## config.mk

```make
export PLATFORM = sky130hd
export DESIGN_NAME = logic_sweep_ctrl_flat
export DESIGN_NICKNAME = d
export VERILOG_FILES = /design/src/rtl/logic_sweep_ctrl_if.sv /design/src/rtl/logic_sweep_ctrl.sv /design/src/flat_wrapper.sv
export SDC_FILE = /design/constraint.sdc
export NUM_CORES = 1
export LEC_CHECK = 0
export ABC_AREA = 1
export BUFFER_PORTS_ARGS = -buffer_cell sky130_fd_sc_hd__buf_4
export CORE_MARGIN = 5
export CORE_UTILIZATION = 60
export CTS_CLUSTER_DIAMETER = 100
export DETAILED_ROUTE_END_ITERATION = 8
export MAX_ROUTING_LAYER = met4
export PLACE_DENSITY = 0.85
export SYNTH_ARGS = -nofsm -noshare
export SYNTH_HDL_FRONTEND = slang
export SYNTH_SLANG_ARGS = --single-unit
export TNS_END_PERCENT = 5
```

## constraint.sdc

```tcl
create_clock -name clk -period 3.25 [get_ports clk]
set_input_delay 0.4875 -clock clk [delete_from_list [all_inputs] [get_ports clk]]
set_output_delay 0.4875 -clock clk [all_outputs]
set_load 0.01 [all_outputs]
```

## src/rtl/logic_sweep_ctrl_if.sv

```systemverilog
// Bus between the truth-table sweep sequencer and its surroundings.
// The slave side is the sequencer; the master side issues jobs, supplies the
// F output of the function under test, and observes progress and results.
interface logic_sweep_ctrl_if;
  logic        start;
  logic        abort;
  logic        nvars;
  logic [15:0] golden;
  logic        f_in;
  logic [3:0]  vec_out;
  logic        busy;
  logic        done;
  logic        pass;
  logic [4:0]  err_count;
  logic [15:0] result_tt;

  modport master (
    output start, abort, nvars, golden, f_in,
    input  vec_out, busy, done, pass, err_count, result_tt
  );

  modport slave (
    input  start, abort, nvars, golden, f_in,
    output vec_out, busy, done, pass, err_count, result_tt
  );
endinterface

```

## src/rtl/logic_sweep_ctrl.sv

```systemverilog
// logic_sweep_ctrl: walks a 3- or 4-input combinational block through every
// input vector, waits HOLD settle cycles per vector, samples F and compares it
// against a golden truth table. Reports the captured table, mismatch count
// and pass/fail.
// Optional feature macro: SWEEP_STOP_ON_ERR_EN -- when defined, the first
// mismatching sample ends the sweep immediately.
module logic_sweep_ctrl #(
  parameter int HOLD = 2
) (
  input logic               clk,
  input logic               rst_n,
  logic_sweep_ctrl_if.slave bus
);

  typedef enum logic [1:0] {
    S_IDLE   = 2'd0,
    S_APPLY  = 2'd1,
    S_SAMPLE = 2'd2,
    S_DONE   = 2'd3
  } state_t;

  state_t      r_state;
  state_t      w_next;

  logic [3:0]  r_idx;
  logic [7:0]  r_hold;
  logic        r_nvars;
  logic [15:0] r_golden;
  logic [4:0]  r_err;
  logic [15:0] r_tt;
  logic        r_pass;

  logic        w_last;
  logic        w_mis;
  logic        w_hold_end;
  logic        w_stop_en;
  logic        w_end;

`ifdef SWEEP_STOP_ON_ERR_EN
  assign w_stop_en = 1'b1;
`else
  assign w_stop_en = 1'b0;
`endif

  assign w_last     = r_nvars ? (r_idx == 4'd15) : (r_idx == 4'd7);
  assign w_mis      = (bus.f_in != r_golden[r_idx]);
  assign w_hold_end = (r_hold == 8'(HOLD - 1));
  // The sweep ends on the last vector, or on the first mismatch in stop mode
  assign w_end      = w_last || (w_stop_en && w_mis);

  // State register
  always_ff @(posedge clk or negedge rst_n) begin
    if (!rst_n) begin
      r_state <= S_IDLE;
    end else begin
      r_state <= w_next;
    end
  end

  // Next-state logic; abort overrides everything, including a start in IDLE
  always_comb begin
    w_next = r_state;
    unique case (r_state)
      S_IDLE:   if (bus.start) w_next = S_APPLY;
      S_APPLY:  if (w_hold_end) w_next = S_SAMPLE;
      S_SAMPLE: w_next = w_end ? S_DONE : S_APPLY;
      S_DONE:   w_next = S_IDLE;
      default:  w_next = S_IDLE;
    endcase
    if (bus.abort) w_next = S_IDLE;
  end

  // Datapath: latch the job on accept, walk vectors, capture F, tally mismatches
  always_ff @(posedge clk or negedge rst_n) begin
    if (!rst_n) begin
      r_idx    <= '0;
      r_hold   <= '0;
      r_nvars  <= 1'b0;
      r_golden <= '0;
      r_err    <= '0;
      r_tt     <= '0;
      r_pass   <= 1'b0;
    end else if (bus.abort) begin
      // Partial table and count stay visible; an aborted sweep never passes
      r_pass <= 1'b0;
    end else begin
      unique case (r_state)
        S_IDLE: begin
          if (bus.start) begin
            r_nvars  <= bus.nvars;
            r_golden <= bus.golden;
            r_err    <= '0;
            r_tt     <= '0;
            r_pass   <= 1'b0;
            r_idx    <= '0;
            r_hold   <= '0;
          end
        end
        S_APPLY: begin
          r_hold <= w_hold_end ? 8'd0 : r_hold + 8'd1;
        end
        S_SAMPLE: begin
          r_tt[r_idx] <= bus.f_in;
          if (w_mis) r_err <= r_err + 5'd1;
          // idx stays on the final vector so vec_out keeps it through IDLE
          if (!w_end) r_idx <= r_idx + 4'd1;
        end
        S_DONE: begin
          r_pass <= (r_err == 5'd0);
        end
        default: ;
      endcase
    end
  end

  // 3-input functions see {0,A,B,C}; 4-input functions see {A,B,C,D}
  assign bus.vec_out   = r_nvars ? r_idx : {1'b0, r_idx[2:0]};
  assign bus.busy      = (r_state == S_APPLY) || (r_state == S_SAMPLE);
  assign bus.done      = (r_state == S_DONE);
  assign bus.pass      = r_pass;
  assign bus.err_count = r_err;
  assign bus.result_tt = r_tt;

endmodule

```

## src/flat_wrapper.sv

```systemverilog
// flat-port wrapper written by rule: the top's interface ports become plain ports
module logic_sweep_ctrl_flat 
#(
  parameter int HOLD = 2
)
  (clk, rst_n, bus_start, bus_abort, bus_nvars, bus_golden, bus_f_in, bus_vec_out, bus_busy, bus_done, bus_pass, bus_err_count, bus_result_tt);
  logic_sweep_ctrl_if bus_i ();
  input logic clk;
  input logic rst_n;
  input wire logic [$bits(bus_i.start)-1:0] bus_start;
  input wire logic [$bits(bus_i.abort)-1:0] bus_abort;
  input wire logic [$bits(bus_i.nvars)-1:0] bus_nvars;
  input wire logic [$bits(bus_i.golden)-1:0] bus_golden;
  input wire logic [$bits(bus_i.f_in)-1:0] bus_f_in;
  output wire logic [$bits(bus_i.vec_out)-1:0] bus_vec_out;
  output wire logic [$bits(bus_i.busy)-1:0] bus_busy;
  output wire logic [$bits(bus_i.done)-1:0] bus_done;
  output wire logic [$bits(bus_i.pass)-1:0] bus_pass;
  output wire logic [$bits(bus_i.err_count)-1:0] bus_err_count;
  output wire logic [$bits(bus_i.result_tt)-1:0] bus_result_tt;
  assign bus_i.start = bus_start;
  assign bus_i.abort = bus_abort;
  assign bus_i.nvars = bus_nvars;
  assign bus_i.golden = bus_golden;
  assign bus_i.f_in = bus_f_in;
  assign bus_vec_out = bus_i.vec_out;
  assign bus_busy = bus_i.busy;
  assign bus_done = bus_i.done;
  assign bus_pass = bus_i.pass;
  assign bus_err_count = bus_i.err_count;
  assign bus_result_tt = bus_i.result_tt;
  logic_sweep_ctrl #(.HOLD(HOLD)) u_core (.clk(clk), .rst_n(rst_n), .bus(bus_i));
endmodule
```

## After elaboration in Yosys (flattened, before gate mapping)

Index checks and enable logic that the tools add are counted.

| word-level totals | value |
|---|---|
| memories | 0 |
| latch bits | 0 |
| register bits after elaboration | 53 |
| output and inout port bits | 28 |
| bits in writable memories | 0 |
| ROM bits | 0 |

| cells by class | value |
|---|---|
| magnitude comparators | 2 |
| equal/unequal tests | 12 |
| reductions and logical operators | 14 |
| multipliers | 0 |
| bitwise operators | 1 |
| shift-type cells | 0 |
| multiplexer cells | 26 |
| div/mod/pow operators | 0 |
| add/sub/neg operators | 3 |

Operators by type and width:

| kind | number |
|---|---|
| $pmux 16 s2 | 1 |
| $bwmux 16 | 1 |
| $mux 16 | 1 |
| $mux 8 | 2 |
| $pmux 8 s2 | 1 |
| $mux 4 | 3 |
| $mux 5 | 2 |
| $pmux 5 s2 | 1 |
| $reduce_and 3->1 | 3 |
| $add 8x1->8 const B | 1 |
| $eq 8x1->1 const B | 1 |
| $mux 2 | 4 |
| $pmux 2 s4 | 1 |
| $pmux 4 s2 | 1 |
| $reduce_and 4->1 | 2 |
| $add 5x1->5 const B | 1 |
| $logic_not 5->1 | 1 |
| $lt 4x5->1 const B | 1 |
| $mux 1 | 5 |
| $add 4x1->4 const B | 1 |
| $bmux 1 s4 | 1 |
| $demux 1 s4 | 1 |
| $eq 2x2->1 const B | 2 |
| $eq 4x3->1 const B | 1 |
| other kinds (16) | 19 |

## Longest topological paths before layout

| logic depth | value |
|---|---|
| depth in word-level cells | 6 |
| mapped depth | 14 |
| depth with buffers taken out | 12 |

## Worst setup path after synthesis

Ideal clock, no wire load.

| timing path | value |
|---|---|
| path kind | reg-to-reg |
| start | register u_core.r_state[0] |
| end | register u_core.r_tt[8] (netlist: u_core.bus.result_tt[8]) |
| arrival | 1.566 ns |
| slack | 1.561 ns |
| cell stages (with the launch flop) | 11 |
| required time | 3.127 ns |
| clock period less this slack | 1.689 ns |
| buffers on the path | 2 |
| path through | dfrtp_1 > inv_1 > ha_1 > nor2_1 > a21oi_1 > buf_6 > inv_2 > buf_2 > nand2_1 > nand2_1 > o31ai_2 |

| on the way | value |
|---|---|
| word-level cells in the longest chain between the ends | 3 |

Ends and longest elaborated chain:

| item | line | text |
|---|---|---|
| start, declared | logic_sweep_ctrl.sv:22 | `state_t r_state;` |
| start signal, assigned | logic_sweep_ctrl.sv:56 | `r_state <= w_next;` |
| $eq 2x2->1 / $logic_not 2->1 (equally long branches) | logic_sweep_ctrl.sv:87 | `unique case (r_state)` |
| $reduce_bool 2->1 (no line) / $ne 2x2->1 (equally long branches) | - |  |
| $reduce_and 3->1 (no line) | - |  |
| end signal, assigned by index | logic_sweep_ctrl.sv:103 | `r_tt[r_idx] <= bus.f_in;` |
| end, declared | logic_sweep_ctrl.sv:30 | `logic [15:0] r_tt;` |

Parallel ways exist; a longest one is shown, timed or not.
A chain may end at the register's enable or synchronous reset.

## Final worst setup path

| timing path | value |
|---|---|
| start | register u_core.r_state[0] |
| end | register u_core.r_tt[13] (netlist: u_core.bus.result_tt[13]) |

Same word-level chain as after synthesis.

==> metrics <==
post-route cell area 3339 um2; final setup violation count 0; Pre-antenna DRT Iters 4; pre-CTS setup slack 1.117 ns; num ports 50; number of vias per cell after detailed routing 5.471; layout cells sized above 1 17.69%; Post-synth top flop sky130_fd_sc_hd__dfrtp_1; clock tree from TritonCTS yes; die boundary height 79.33 um; crit-path cells inv_1 -> ha_1 -> nor2_1 -> a21oi_1 -> buf_4 -> nor2_1 -> nand2_1 -> o31ai_1; top post-synthesis cells by area sky130_fd_sc_hd__dfrtp_1, sky130_fd_sc_hd__nand2_1, sky130_fd_sc_hd__inv_1; filler cell count 383; RSZ-0062 raised after global routing false; DRT antenna net count 0; placer congestion estimate 0.8624; worst-case clock skew 0.007410 ns; time the final worst path needs with I/O delays and setup 2.203 ns; global-route wire length before repair 10680 um; Crit Path Max Fanout 16; met2 track demand over resource 35.27%; required time at the endpoint of the critical path 3.46 ns; net count after synthesis 396; DP Wirelength 4424 um; hold-fix buffers at CTS 0; run status finished clean; Routed Wire Length 6136 um; global route hottest layer met2; nets@finish 442; grt ovf 0; number of placement rows 25; top-count cell post-synth sky130_fd_sc_hd__nand2_1; CTS Buffer Depth 2; endpoint kind of the worst setup timing path register; post-synthesis to final-layout area growth 15.79%; Starting DRT DRC Count 178; Mapped Cells 360; global-route track usage on met3 4.082%; timing-limited maximum frequency 453.8 MHz; initial standard-cell utilization of the core 61.47%; Tightest Hold Check Type in -> async; cell at the root of the clock tree sky130_fd_sc_hd__clkbuf_8; Buf+Inv Stages, Crit Path 2; Max Transition Viols Final 0; count of flip-flops with a built-in enable after synthesis 0; TritonCTS Sinks 53; final standard cell count with taps included and fillers excluded 461; worst-case hold slack 0.2070 ns; share of the synthesized area in the top cell type 45.99%; met1 GRT Util 27.76%; initial antenna violation count 0; Floorplan Core Area 4692 um2; post-detailed-route wirelength per cell 13.31 um; Die X-Extent 79.33 um; vias in the first global route 2443; Crit path max-delay family simple AND/OR/NAND/NOR gates; Worst Tran Pin Value 0.6540 ns; cell type with the largest total area after synthesis sky130_fd_sc_hd__dfrtp_1; arrival time of data at the critical path endpoint 2.41 ns; Synth Area per Inst 8.011 um2; post-synthesis sequential element count 53; worst IR drop on VDD 0.4952 mV; Total GRT Usage 21.88%; largest stage delay on the critical path 0.43 ns; power per cell area 666.8 nW/um2; clock transition time at the flip-flop clock pins of the worst setup and hold paths 0.10 ns; later-pin clock latency in the skew report 0.30 ns; remaining design rule violation count 0; Port-buffer cells 49; final hold viol count 0; die footprint 6293 um2; number of violations of the max-capacitance limit 0; Leak 1.677 nW; utilization after layout 71.17%; count of H-tree levels built during CTS 2; cell with the biggest individual delay on the critical path sky130_fd_sc_hd__dfrtp_1; # diodes 0; Yosys warning total 0; post-CTS setup repair buffer count 0; Mapped Area 2884 um2; worst-case headroom to the max-slew limit 56.40%; start-to-end type of the worst setup path reg -> reg; vias 2522; top cells by instance count after synthesis sky130_fd_sc_hd__nand2_1, sky130_fd_sc_hd__dfrtp_1, sky130_fd_sc_hd__inv_1; setup slack after layout 1.047 ns; share of synthesized area occupied by flip-flops and latches 45.99%; pin count of the biggest net entering global routing 54; Setup TNS Final 0 ns; placed cells 453; Num CTS Buffers 5; Async SR Flop Fraction 100.0%; Tcrit/Tclk final 67.80%; number of resized instances in the post-cts repair step 0; placed standard-cell area 3257 um2; Power Total 2.227 mW; startpoint types register; Most common cell on crit path sky130_fd_sc_hd__nor2_1; library cells used by synthesis 34
==> worst reg2reg max path, cell delays in order, from the launching register on <==
cell,delay (ns)
sky130_fd_sc_hd__dfrtp_1,0.43
sky130_fd_sc_hd__inv_1,0.11
sky130_fd_sc_hd__ha_1,0.25
sky130_fd_sc_hd__nor2_1,0.20
sky130_fd_sc_hd__a21oi_1,0.10
sky130_fd_sc_hd__buf_4,0.19
sky130_fd_sc_hd__nor2_1,0.12
sky130_fd_sc_hd__nand2_1,0.37
sky130_fd_sc_hd__o31ai_1,0.34
==> flip-flops by register name, indices dropped and copies added (netlist names) <==
signal                count
u_core.bus.pass           1
u_core.r_golden          16
u_core.bus.err_count      5
u_core.r_hold             8
u_core.r_idx              4
u_core.r_nvars            1
u_core.bus.result_tt     16
u_core.r_state            2
==> final timing paths <==
kind / from / endpoint / slack, ns / cells after the start
min: rst_n / u_core.r_hold[5] / 0.21 / 1
max: u_core.r_state[0] / u_core.bus.result_tt[13] / 1.05 / 8
max in group asynchronous: rst_n / u_core.bus.result_tt[8] / 2.61 / 1
min reg2reg: u_core.bus.result_tt[10] / u_core.bus.result_tt[10] / 0.49 / 2
max reg2reg: u_core.r_state[0] / u_core.bus.result_tt[13] / 1.05 / 8
min in group clk: bus_golden[8] / u_core.r_golden[8] / 0.38 / 3
==> report_power, final <==
group	leakage (nW)	total, mW	internal [mW]	switching (mW)
combinational	0.923	0.945	0.339	0.606
sequential	0.708	0.925	0.815	0.110
clock	0.0450	0.357	0.150	0.207
==> area by class of cell <==
class	count	area (um2)	share of cell area, %
Tap cell	54	67.56	2.023
Clock buffer	6	72.57	2.173
Inverter	57	216.5	6.482
Sequential cell	53	1326	39.72
Clock inverter	2	10.01	0.2997
Multi-Input combinational cell	237	1256	37.62
Timing Repair Buffer	52	390.4	11.69
==> cells by family after synthesis <==
| group | count (synthesis) | synth area share [%] |
|---|---|---|
| adder cells (fa/ha/maj) | 14 | 6.074 |
| XOR/XNOR | 3 | 0.9112 |
| buffers and inverters | 70 | 10.46 |
| AND/OR/NAND/NOR | 147 | 22.04 |
| AO/OA/AOI/OAI | 73 | 14.53 |
| flip-flops | 53 | 45.99 |
==> layout by cell type (no fill, tap or decap), types with 2 or more instances in the layout <==
| cell | synthesis | final |
|---|---|---|
| sky130_fd_sc_hd__a21oi_1 | 18 | 18 |
| sky130_fd_sc_hd__buf_4 | 3 | 52 |
| sky130_fd_sc_hd__clkbuf_8 | 0 | 5 |
| sky130_fd_sc_hd__clkinv_2 | 0 | 2 |
| sky130_fd_sc_hd__dfrtp_1 | 53 | 53 |
| sky130_fd_sc_hd__ha_1 | 14 | 14 |
| sky130_fd_sc_hd__inv_1 | 51 | 51 |
| sky130_fd_sc_hd__inv_2 | 5 | 5 |
| sky130_fd_sc_hd__nand2_1 | 92 | 92 |
| sky130_fd_sc_hd__nand3_1 | 22 | 22 |
| sky130_fd_sc_hd__nor2_1 | 15 | 15 |
| sky130_fd_sc_hd__nor3_1 | 11 | 11 |
| sky130_fd_sc_hd__o21ai_0 | 27 | 27 |
| sky130_fd_sc_hd__o21ai_1 | 5 | 5 |
| sky130_fd_sc_hd__o22ai_1 | 10 | 10 |
| sky130_fd_sc_hd__o31ai_1 | 6 | 6 |
| sky130_fd_sc_hd__xor2_1 | 2 | 2 |
==> routing by layer <==
layer | share of wire, % | wire [um]
met5 | 0 | 0
met4 | 1.2 | 73
met3 | 5.0 | 305
met2 | 48 | 2949
met1 | 46 | 2807
Power figures use the tool's default switching activity.
